### config.mk
export PLATFORM = sky130hd
export DESIGN_NAME = mem_copy_engine
export DESIGN_NICKNAME = d
export VERILOG_FILES = /design/src/rtl/mem_copy_engine.sv
export SDC_FILE = /design/constraint.sdc
export NUM_CORES = 1
export LEC_CHECK = 0
export BUFFER_PORTS_ARGS = -buffer_cell sky130_fd_sc_hd__buf_2
export CAP_MARGIN = 0
export CORE_MARGIN = 3
export CORE_UTILIZATION = 25
export CTS_BUF_LIST = sky130_fd_sc_hd__clkbuf_4 sky130_fd_sc_hd__clkbuf_8
export DETAILED_ROUTE_END_ITERATION = 8
export SYNTH_ARGS = -nofsm -noshare
export SYNTH_HDL_FRONTEND = slang
export SYNTH_SLANG_ARGS = --single-unit
### constraint.sdc
create_clock -name clk -period 2.7 [get_ports clk]
set_input_delay 0.27 -clock clk [delete_from_list [all_inputs] [get_ports clk]]
set_output_delay 0.27 -clock clk [all_outputs]
set_load 0.02 [all_outputs]
### src/rtl/mem_copy_engine.sv
// Bulk-data sequencer for the single-port data memory: byte-at-a-time block copy
// (read then write, ascending) or constant fill, launched by one start pulse.
module mem_copy_engine #(
  parameter int W = 8,
  parameter int A = 8
) (
  input  logic         clk,
  input  logic         reset,
  input  logic         start,
  input  logic         mode,
  input  logic [A-1:0] src_addr,
  input  logic [A-1:0] dst_addr,
  input  logic [A:0]   length,
  input  logic [W-1:0] fill_value,
  input  logic         abort,
  input  logic [W-1:0] mem_data_in,
  output logic [A-1:0] mem_addr,
  output logic [W-1:0] mem_data_out,
  output logic         mem_read_en,
  output logic         mem_write_en,
  output logic         busy,
  output logic         done
);

  typedef enum logic [2:0] {
    S_IDLE,
    S_RD,
    S_WR,
    S_FILL,
    S_DONE
  } state_t;

  state_t       r_state;
  state_t       w_next;
  logic [A-1:0] r_src_ptr;
  logic [A-1:0] r_dst_ptr;
  logic [A:0]   r_remaining;
  logic [W-1:0] r_hold;
  logic [W-1:0] r_fill;

  logic         w_rd;
  logic         w_wr;
  logic [A-1:0] w_addr;
  logic [W-1:0] w_wdata;
  logic         w_last;

  assign w_last = (r_remaining == (A+1)'(1));

  always_ff @(posedge clk or negedge reset) begin
    if (!reset) begin
      r_state     <= S_IDLE;
      r_src_ptr   <= '0;
      r_dst_ptr   <= '0;
      r_remaining <= '0;
      r_hold      <= '0;
      r_fill      <= '0;
    end else begin
      r_state <= w_next;
      case (r_state)
        S_IDLE: begin
          if (start) begin
            r_src_ptr   <= src_addr;
            r_dst_ptr   <= dst_addr;
            r_remaining <= length;
            r_fill      <= fill_value;
          end
        end
        S_RD: begin
          if (!abort) begin
            r_hold    <= mem_data_in;
            r_src_ptr <= r_src_ptr + A'(1);
          end
        end
        S_WR, S_FILL: begin
          if (!abort) begin
            r_dst_ptr   <= r_dst_ptr + A'(1);
            r_remaining <= r_remaining - (A+1)'(1);
          end
        end
        default: ;
      endcase
    end
  end

  // An aborted cycle issues no access and lands in DONE so done still pulses.
  always_comb begin
    w_next  = r_state;
    w_rd    = 1'b0;
    w_wr    = 1'b0;
    w_addr  = '0;
    w_wdata = '0;
    case (r_state)
      S_IDLE: begin
        if (start) begin
          if (length == '0) w_next = S_DONE;
          else if (mode)    w_next = S_FILL;
          else              w_next = S_RD;
        end
      end
      S_RD: begin
        if (abort) begin
          w_next = S_DONE;
        end else begin
          w_rd   = 1'b1;
          w_addr = r_src_ptr;
          w_next = S_WR;
        end
      end
      S_WR: begin
        if (abort) begin
          w_next = S_DONE;
        end else begin
          w_wr    = 1'b1;
          w_addr  = r_dst_ptr;
          w_wdata = r_hold;
          w_next  = w_last ? S_DONE : S_RD;
        end
      end
      S_FILL: begin
        if (abort) begin
          w_next = S_DONE;
        end else begin
          w_wr    = 1'b1;
          w_addr  = r_dst_ptr;
          w_wdata = r_fill;
          w_next  = w_last ? S_DONE : S_FILL;
        end
      end
      S_DONE:  w_next = S_IDLE;
      default: w_next = S_IDLE;
    endcase
  end

  assign mem_read_en  = w_rd;
  assign mem_write_en = w_wr;
  assign mem_addr     = w_addr;
  assign mem_data_out = w_wdata;
  assign busy         = (r_state != S_IDLE);
  assign done         = (r_state == S_DONE);

endmodule

==> results of run 1 <==
[kinds of logic (layout without fill, tap and decap cells)]
kind of cell / after synthesis / in the layout / synth area share, %
compound gates: 87 / 87 / 21.8
fa+ha+maj: 4 / 4 / 1.93
buf+inv: 26 / 84 / 5.80
flops: 44 / 44 / 42.6
mux: 26 / 26 / 10.8
other cells: 0 / 1 / 0
simple gates: 87 / 87 / 17.1
[state kept, by name, indices dropped and copies added, names as in the netlist]
| register | flops |
|---|---|
| r_state | 3 |
| r_remaining | 9 |
| r_src_ptr | 8 |
| r_dst_ptr | 8 |
| r_hold | 8 |
| r_fill | 8 |
[per-layer routing]
layer / up-vias / routed length, um / GRT usage (%)
met5: - / 0 / 0
met2: 62 / 3130 / 18.6
met4: 0 / 97 / 3.88
li1: 1127 / - / -
met3: 8 / 499 / 4.32
met1: 1075 / 3170 / 16.4
[layout make-up]
| cell class | instances | area [um2] |
|---|---|---|
| diodes | 1 | 2.50 |
| multi-input cells | 204 | 1340 |
| flip-flops and latches | 44 | 1100 |
| clock inverters | 3 | 47.5 |
| inverters | 6 | 27.5 |
| fillers | 1070 | 6790 |
| well taps | 133 | 166 |
| repair buffers | 70 | 363 |
| clock buffers | 5 | 68.8 |
[worst max-delay path: stages, from the launching register on]
cell,delay [ps]
dfrtp_1,520
or3b_1,630
inv_6,190
a22o_1,160
buf_2,170
[cell usage in the layout, fill, tap and decap left out, types with 7 or more instances in the layout]
cell type	instances
a21oi_1	20
a22o_1	8
buf_2	65
dfrtp_1	44
mux2_2	16
mux2i_1	10
nand2_1	14
nand3_1	10
nor2_1	27
nor3_1	8
o21ai_0	25
o22ai_1	7
[metrics by stage]
stage	utilization (%)	setup slack [ps]	instances
finish	31.4	456	466
global route	31.4	370	466
CTS	31.4	466	465
detailed placement	30.2	624	457
global placement	30.2	684	457
floorplan	-	848	274
[worst paths after layout]
kind | from | end | slack [ps] | cells after the start
setup / recovery | r_state[2]$_DFFE_PN0P_ | mem_addr[1] | 460 | 4
hold / removal | reset | r_dst_ptr[5]$_DFFE_PN0P_ | 140 | 1
setup reg to reg | r_state[2]$_DFFE_PN0P_ | r_remaining[0]$_DFFE_PN0P_ | 610 | 5
hold reg to reg | r_fill[3]$_DFFE_PN0P_ | r_fill[3]$_DFFE_PN0P_ | 510 | 1
max in group asynchronous | reset | r_hold[7]$_DFFE_PN0P_ | 1940 | 1
min in group clk | mem_data_in[4] | r_hold[4]$_DFFE_PN0P_ | 200 | 2
[report_power, final]
part	switching (uW)	leakage (uW)	internal [uW]
Clock	247	0.0000583	279
Sequential	357	0.000520	991
Combinational	911	0.000796	728
Total	1520	0.00137	2000
==> results.md, run 1 <==
- Fraction of layout cells with a size suffix above 1: 30.4%
- Total chip power: 3510 uW
- Setup TNS Final: 0 ps
- Max Cap Viol: 0
- Full die area: 11600 um2
- CP max FO: 12
- Startpoint type of the worst setup path: flip-flop
- Max Clk Rate: 446 MHz
- PD cells: 1130 nW/um2
- Post-CTS Hold Fix Bufs: 0
- Yosys reg bits: 44
- Worst-margin pin slew: 1020 ps
- Critical Path AT: 1970 ps
- Buffers on Ports: 65
- Status: finished, final reports clean
- # setup viols final: 0
- Yosys warning count: 0
- Number of global-route vias before repair: 2262
- Endpoint type of the worst setup path: output pin
- Syn nets: 324
- Hold_ws: 139 ps
- RSZ-0062 raised after global routing: false
- Row count: 36
- Routed Antenna Nets: 0
- P_leak: 0.00137 uW
- Top-Level Pins: 66
- Final Hold Vio Count: 0
- Worst slew margin: 32.3%
- Initial antenna violation count: 1
- Ys flop type: dfrtp_1
- Slew Viols, Final: 0
- Clk sinks: 44
- Wire length per cell: 14.8 um
- Vias: 2272
- Clock period minus worst slack: 2240 ps
- Post-CTS setup repair buffer count: 0
- Final instance area: 3120 um2
- Total CTS buffers: 5
- RePlAce Congestion: 0.832
- EDFF count, synth: 0
- First-pass GRT wire length: 11300 um
- Most common library cells after synthesis: dfrtp_1 (44), nor2_1 (27), o21ai_0 (25), a21oi_1 (20), mux2_2 (16)
- Synth top area cells: dfrtp_1 (43%), mux2_2 (7.0%), o21ai_0 (4.8%)
- Peak VDD IR: 0.361 mV
- CTS clk-pin slew, worst paths: 90 ps
- Placed cell area: 3000 um2
- HPWL after DPL: 5170 um
- Syn_area_per_cell: 9.44 um2
- Routed WL: 6890 um
- Synth Cell Area: 2590 um2
- Initial drt markers: 155
- Root Buffer: clkbuf_8
- CTS tree: done
- Final nets: 381
- Cells after Synth: 274
- Worst Path Required: 2430 ps
- Netlist cell types: 45
- Core ar.: 9910 um2
- Final cycle utilization of the critical path: 83.1%
- Most frequent cell after synthesis: dfrtp_1
- Vias per cell: 4.88
- Seq/Total Area, Yosys: 42.6%
- Initial Util: 26.1%
- Crit path kind: flip-flop to output pin
- Leading area contributor after synthesis: dfrtp_1
- Post-synth top area share: 42.6%
- FFs w/ async S/R, synth: 100%
- DR pass1 iterations: 5
- Die height: 108 um
- Overflow after GRT: 0
- Cts repair resizes: 0
- Worst Skew: 8.07 ps
- Synthesis-to-layout area growth: 20.4%
- Clock latency on the worst-skew pair: 300 ps
- Die Wd: 108 um
- Largest net degree at the start of global routing: 45
- Max clock buf depth: 2
- Htree depth: 2
- GRT Total Usage: 12.3%
- Residual DRC: 0
- Worst Hold Class: input port to async pin
Power figures use the tool's default switching activity.
==> run 2, diff against run 1 <==
==> constraint.sdc (replaced) <==
create_clock -name clk -period 2.1 [get_ports clk]
set_input_delay 0.21 -clock clk [delete_from_list [all_inputs] [get_ports clk]]
set_output_delay 0.21 -clock clk [all_outputs]
set_load 0.02 [all_outputs]
==> run 2 against run 1 <==
Compared with the run above:
- the run now ends with negative hold slack left
- critical path type unchanged
- combinational power grew 32%
- count of clock-buffer cells in the layout up 1
- flip-flop and latch count unchanged
- register-to-register slack worse by 280 ps
- sequential power up 28%
- largest cell class unchanged
==> results.md, run 2 (synthesis gave the netlist of run 1 again) <==
- DR pass1 iterations: 4 (-1)
- RSZ-0062 raised after global routing: false
- CP max FO: 9 (-3)
- Clock period minus worst slack: 1970 ps
- Synthesis-to-layout area growth: 22.1%
- Buffers on Ports: 65 (unchanged)
- Initial Util: 26.1% (unchanged)
- Die Wd: 108 um (unchanged)
- Cell internal pwr: 2620 uW (+31%)
- Final instance area: 3160 um2 (+1.4%)
- Vias: 2309 (+1.6%)
- Net Switching: 1930 uW (+27%)
- Logic gate share of total power: 47.5% (+0.8 points)
- Overflow after GRT: 0 (unchanged)
- Setup TNS Final: 0 ps (unchanged)
- Row count: 36 (unchanged)
- Final Core Density: 31.9% (+0.45 points)
- Routed WL: 6940 um (+0.65%)
- Clk network pwr share: 14.4% (-0.6 points)
- CTS clk-pin slew, worst paths: 80 ps (about the same)
- Worst Skew: 11.2 ps (+3.15 ps)
- First-pass GRT wire length: 11300 um (unchanged)
- Max Clk Rate: 509 MHz
- # setup viols final: 0 (unchanged)
- Number of flip-flops in the largest register: 9 (unchanged)
- Initial antenna violation count: 0 (-1)
- Fraction of layout cells with a size suffix above 1: 32.5% (+2.1 points)
- Wire length per cell: 14.7 um (-0.42%)
- Htree depth: 2 (unchanged)
- Largest net degree at the start of global routing: 45 (unchanged)
- GR met2 Demand/Resource: 18.5% (-0.089 points)
- HPWL after DPL: 5170 um (-0.11%)
- GRT Total Usage: 12.2% (-0.085 points)
- Fill count: 1059 (-1.0%)
- Routed Antenna Nets: 0 (unchanged)
- R2r startpoint: r_state[0]$_DFFE_PN0P_
- Sequential power share: 38.1% (-0.3 points)
- Critical Path AT: 1760 ps (-210 ps)
- Initial drt markers: 133 (-14%)
- Worst-margin pin slew: 587 ps (-429 ps)
- Number of global-route vias before repair: 2293 (+1.4%)
- Clk sinks: 44 (unchanged)
- Die height: 108 um (unchanged)
- Clock latency on the worst-skew pair: 300 ps (about the same)
- Residual DRC: 0 (unchanged)
- Final cycle utilization of the critical path: 93.6%
- Met3 Use GR: 3.90% (-0.42 points)
- Worst slew margin: 60.9% (+29 points)
- N_diodes: 0 (-1)
- Critical path cell sequence: or3b_1 > buf_4 > nor2_1 > buf_2
- Failing checks: negative hold slack
- Switching fraction of total power: 42.4% (-0.73 points)
- Hold_ws: -6.19 ps (-145 ps)
- CP startpoint: r_state[2]$_DFFE_PN0P_
- Total CTS buffers: 5 (unchanged)
- Crit path kind: flip-flop to output pin
- Commonest non-fill, non-tap cell in the layout: buf_2
- RePlAce Congestion: 0.846 (+1.7%)
- Commonest non-fill, non-tap cells in the layout: buf_2 (65), dfrtp_1 (42), nor2_1 (27)
- Peak VDD IR: 0.396 mV (+9.6%)
- Slew Viols, Final: 0 (unchanged)
- Status: finished with violations
- Full die area: 11600 um2 (unchanged)
- Startpoint type of the worst setup path: flip-flop
- Vias per cell: 4.90 (+0.55%)
- Core ar.: 9910 um2 (unchanged)
- Endpoint type of the worst setup path: output pin
- Post-CTS Hold Fix Bufs: 0 (unchanged)
- Busiest layer in global routing: met2
- PD cells: 1440 nW/um2 (+28%)
- Delay of the slowest critical-path stage: 480 ps (-150 ps)
- Final Hold Vio Count: 6 (+6)
- P_leak: 0.00140 uW (+2.1%)
- Largest Register: r_remaining
- Max clock buf depth: 2 (unchanged)
- CTS tree: done
- Met1 Use GR: 16.3% (-0.11 points)
- Final nets: 387 (+1.6%)
- Max Cap Viol: 0 (unchanged)
- Slowest CP cell: dfrtp_2
- Top-Level Pins: 66 (unchanged)
- Root Buffer: clkbuf_8
- Placed cell area: 3040 um2 (+1.5%)
- Worst Hold Class: input port to async pin
- Worst Path Required: 1890 ps (-540 ps)
-- run 2: cell count changes in the layout (fill, tap and decap cells not counted) --
| cell | previous run | this run |
|---|---|---|
| clkinv_4 | 2 | 0 |
| clkbuf_4 | 0 | 1 |
| diode_2 | 1 | 0 |
| nor3b_2 | 0 | 1 |
| dfrtp_2 | 0 | 2 |
| buf_4 | 5 | 11 |
| dfrtp_1 | 44 | 42 |
| nor3b_1 | 2 | 1 |
| clkinv_2 | 0 | 1 |
-- run 2: cell type report --
cell class / count / area, um2 / share of cell area (%)
Tap cell: 133 / 166 / 5.27
Clock inverter: 2 / 35.0 / 1.11
Timing Repair Buffer: 76 / 408 / 12.9
Multi-Input combinational cell: 204 / 1340 / 42.5
Sequential cell: 44 / 1100 / 34.9
Inverter: 6 / 27.5 / 0.871
Clock buffer: 6 / 76.3 / 2.41
-- run 2: per-layer routing --
| metal | wire [um] | part of all wire [%] | vias up |
|---|---|---|---|
| met5 | 0 | 0 | - |
| met1 | 3130 | 45 | 1083 |
| met4 | 150 | 2.2 | 0 |
| li1 | - | - | 1134 |
| met2 | 3130 | 45 | 81 |
| met3 | 525 | 7.6 | 11 |
-- run 2: critical path, delay by kind of cell (launching register included) --
kind / cells / cell delay, ps
flops: 1 / 480
buf+inv: 2 / 380
simple gates: 2 / 600
-- run 2: power groups by stage --
stage                     logic (uW)  registers [uW]  clock network (uW)
after global routing            2460            1800                 723
after detailed placement        2170            1740                   0
after CTS                       2180            1720                 685
after global placement          2130            1720                   0
after floorplan                 1800            1550                   0
final                           2160            1730                 657
-- run 2: worst paths after layout --
kind / endpoint / slack (ps) / cells after the start
min in group clk: r_hold[0]$_DFFE_PN0P_ / 140 / 2
max reg2reg: r_dst_ptr[3]$_DFFE_PN0P_ / 330 / 5
min reg2reg: r_fill[7]$_DFFE_PN0P_ / 510 / 1
min: r_dst_ptr[2]$_DFFE_PN0P_ / -6 / 2
max: mem_data_out[6] / 130 / 4
max in group asynchronous: r_state[1]$_DFFE_PN0P_ / 1670 / 2
-- run 2: per-stage QoR --
stage | setup WS [ps] | power [uW] | std cells
floorplan | 308 | 3350 | 274
global placement | 388 | 3860 | 463
detailed placement | 315 | 3920 | 463
CTS | 61.6 | 4590 | 471
global route | 24.0 | 4990 | 471
finish | 135 | 4560 | 471
-- run 2: timing repair --
item,in CTS,in global routing
endpoints found under the setup margin,0,13
gates resized for setup,0,3
buffers inserted,0,0
==> run 3, diff against run 2 <==
--- a/config.mk
+++ b/config.mk
@@ -5,12 +5,13 @@
 export SDC_FILE = /design/constraint.sdc
 export NUM_CORES = 1
 export LEC_CHECK = 0
-export BUFFER_PORTS_ARGS = -buffer_cell sky130_fd_sc_hd__buf_2
 export CAP_MARGIN = 0
+export CORE_ASPECT_RATIO = 0.6
 export CORE_MARGIN = 3
 export CORE_UTILIZATION = 25
 export CTS_BUF_LIST = sky130_fd_sc_hd__clkbuf_4 sky130_fd_sc_hd__clkbuf_8
 export DETAILED_ROUTE_END_ITERATION = 8
+export DONT_BUFFER_PORTS = 1
 export SYNTH_ARGS = -nofsm -noshare
 export SYNTH_HDL_FRONTEND = slang
 export SYNTH_SLANG_ARGS = --single-unit
==> run 3 against run 2 <==
Compared with the run above:
- the flow now finishes without violations
- utilization shrank 2.9 points
- cell count shrank 13%
- global-route usage grew 0.51 points
- die area grew 0.35%
- via count shrank 7.8%
- critical endpoint is now mem_data_out[0]
- largest cell class unchanged
- highest routed layer unchanged
==> results.md, run 3 (synthesis gave the netlist of run 1 again) <==
- Hold Path Origin: dst_addr[0]
- WHS Endpoint: r_dst_ptr[0]$_DFFE_PN0P_
- Htree depth: 2 (unchanged)
- Routed WL: 7160 um (+3.2%)
- Worst-margin pin slew: 534 ps (-52.6 ps)
- DR pass1 iterations: 5 (+1)
- Max Cap Viol: 0 (unchanged)
- Die height: 84.8 um (-21%)
- CP max FO: 8 (-1)
- R2r startpoint: r_state[0]$_DFFE_PN0P_
- Met1 Use GR: 18.5% (+2.2 points)
- Commonest non-fill, non-tap cells in the layout: dfrtp_1 (42), nor2_1 (25), o21ai_0 (25)
- Core ar.: 9980 um2 (+0.76%)
- Row count: 28 (-22%)
- Met3 Use GR: 6.17% (+2.3 points)
- Synthesis-to-layout area growth: 11.9%
- RSZ-0062 raised after global routing: false
- Final Hold Vio Count: 0 (-6)
- Clock period minus worst slack: 2010 ps (+41.1 ps)
- Initial drt markers: 163 (+23%)
- Buffers on Ports: 0 (-100%)
- Die Wd: 137 um (+27%)
- Delay of the slowest critical-path stage: 500 ps (+20 ps)
- Root Buffer: clkbuf_8
- Max Clk Rate: 498 MHz (-2.0%)
- Busiest layer in global routing: met1
- Largest net degree at the start of global routing: 45 (unchanged)
- Total CTS buffers: 5 (unchanged)
- Overflow after GRT: 0 (unchanged)
- Worst Path Buf+Inv: 1 (-1)
- Slowest CP cell: or3b_4
- Final cycle utilization of the critical path: 95.5% (+2.0 points)
- Clk sinks: 44 (unchanged)
- P_leak: 0.00115 uW (-18%)
- Peak VDD IR: 0.518 mV (+31%)
- HPWL after DPL: 5450 um (+5.4%)
- PD cells: 1540 nW/um2 (+6.9%)
- Routed Antenna Nets: 0 (unchanged)
- Number of flip-flops in the largest register: 9 (unchanged)
- Residual DRC: 0 (unchanged)
- Total chip power: 4460 uW (-2.1%)
- Fraction of layout cells with a size suffix above 1: 20.2% (-12 points)
- Endpoint type of the worst setup path: output pin
- N_diodes: 0 (unchanged)
- Final nets: 327 (-16%)
- Flop-to-flop setup slack: 260 ps (-70 ps)
- Clock latency on the worst-skew pair: 300 ps (about the same)
- GRT Total Usage: 12.7% (+0.51 points)
- Critical path cell sequence: or3b_4 > buf_4 > nor2_1
- Worst slew margin: 64.3% (+3.4 points)
- CTS tree: done
- Worst Skew: 7.49 ps (-3.74 ps)
- RePlAce Congestion: 0.849 (+0.37%)
- Family with the most delay on the worst path: simple AND/OR/NAND/NOR gates
- Wire length per cell: 17.4 um (+18%)
- Vias per cell: 5.17 (+5.4%)
- Max clock buf depth: 2 (unchanged)
- Hold path cells: 2
- Reg2Reg Depth: 4 (-1)
- Setup TNS Final: 0 ps (unchanged)
- Startpoint type of the worst setup path: flip-flop
- GR met2 Demand/Resource: 17.3% (-1.2 points)
- Fill count: 1052 (-0.66%)
- First-pass GRT wire length: 11600 um (+2.8%)
- Largest Register: r_remaining
- Worst Path Required: 1890 ps (about the same)
- Critical Path AT: 1800 ps (+40 ps)
- Worst Hold Class: input port to flip-flop
- Slew Viols, Final: 0 (unchanged)
- Number of global-route vias before repair: 2089 (-8.9%)
- # setup viols final: 0 (unchanged)
- Post-CTS setup repair buffer count: 0 (unchanged)
- FF-to-FF End: r_remaining[6]$_DFFE_PN0P_
- Initial Util: 25.9% (-0.20 points)
- Crit path kind: flip-flop to output pin
- Initial antenna violation count: 0 (unchanged)
- Vias: 2128 (-7.8%)
- Status: finished, final reports clean
- CTS clk-pin slew, worst paths: 90 ps (about the same)
- Commonest non-fill, non-tap cell in the layout: dfrtp_1
- Full die area: 11600 um2 (+0.35%)
- Top-Level Pins: 66 (unchanged)
-- run 3: changes by cell type in the layout (fill, tap and decap cells not counted), moves of 2 or more --
cell      previous run  this run
a22o_2               0         5
buf_2               65         0
buf_4               11        14
nor2_2               0         2
nor2_1              27        25
a22o_1               8         3
clkbuf_8             5         7
-- run 3: area by class of cell --
class | instances | area [um2] | share of cell area (%)
multi-input combinational | 204 | 1360 | 46.9
sequential | 44 | 1100 | 38.1
tap | 135 | 169 | 5.83
timing repair buffer | 16 | 143 | 4.92
clock buffer | 7 | 96.3 | 3.33
inverter | 6 | 27.5 | 0.950
-- run 3: worst max-delay path by stage --
| stage | endpoint | depth (start not counted) | from | slack [ps] |
|---|---|---|---|---|
| 2_1_floorplan | mem_addr[0] | 6 | r_state[2]$_DFFE_PN0P_ | 310 |
| 3_3_place_gp | r_remaining[0]$_DFFE_PN0P_ | 5 | r_state[1]$_DFFE_PN0P_ | 200 |
| 3_5_place_dp | r_remaining[0]$_DFFE_PN0P_ | 5 | r_state[1]$_DFFE_PN0P_ | 130 |
| 4_1_cts | mem_addr[4] | 4 | r_state[1]$_DFFE_PN0P_ | 1 |
| 5_1_grt | mem_addr[1] | 4 | r_state[0]$_DFFE_PN0P_ | 8 |
| 6_report | mem_data_out[0] | 3 | r_state[2]$_DFFE_PN0P_ | 90 |
-- run 3: what timing repair did --
action                                 4_1_cts  5_1_grt
setup endpoints to repair                   13       11
hold buffers                                 2        0
endpoints found under the hold margin       44        0
gates resized for setup                      6        5
-- run 3: power breakdown --
group	internal, uW	leakage, uW	switching (uW)
sequential	1280	0.000518	458
clock	293	0.0000503	290
combinational	935	0.000580	1210
-- run 3: stage by stage --
| step | util, % | hold WS, ps | cell area (um2) | std cells | setup WS, ps |
|---|---|---|---|---|---|
| final | 29.0 | 48.3 | 2900 | 412 | 93.5 |
| after global routing | 29.0 | 33.8 | 2900 | 412 | 7.84 |
| after CTS | 28.9 | 35.2 | 2890 | 412 | 1.21 |
| after detailed placement | 27.5 | -84.2 | 2740 | 403 | 129 |
| after global placement | 27.5 | -84.1 | 2740 | 403 | 202 |
| after floorplan | - | -85.6 | 2590 | 274 | 308 |
-- run 3: per-layer routing --
metal	vias up	wire, um
li1	1017	-
met1	1032	3360
met2	77	3000
met3	2	792
met4	0	12
met5	-	0
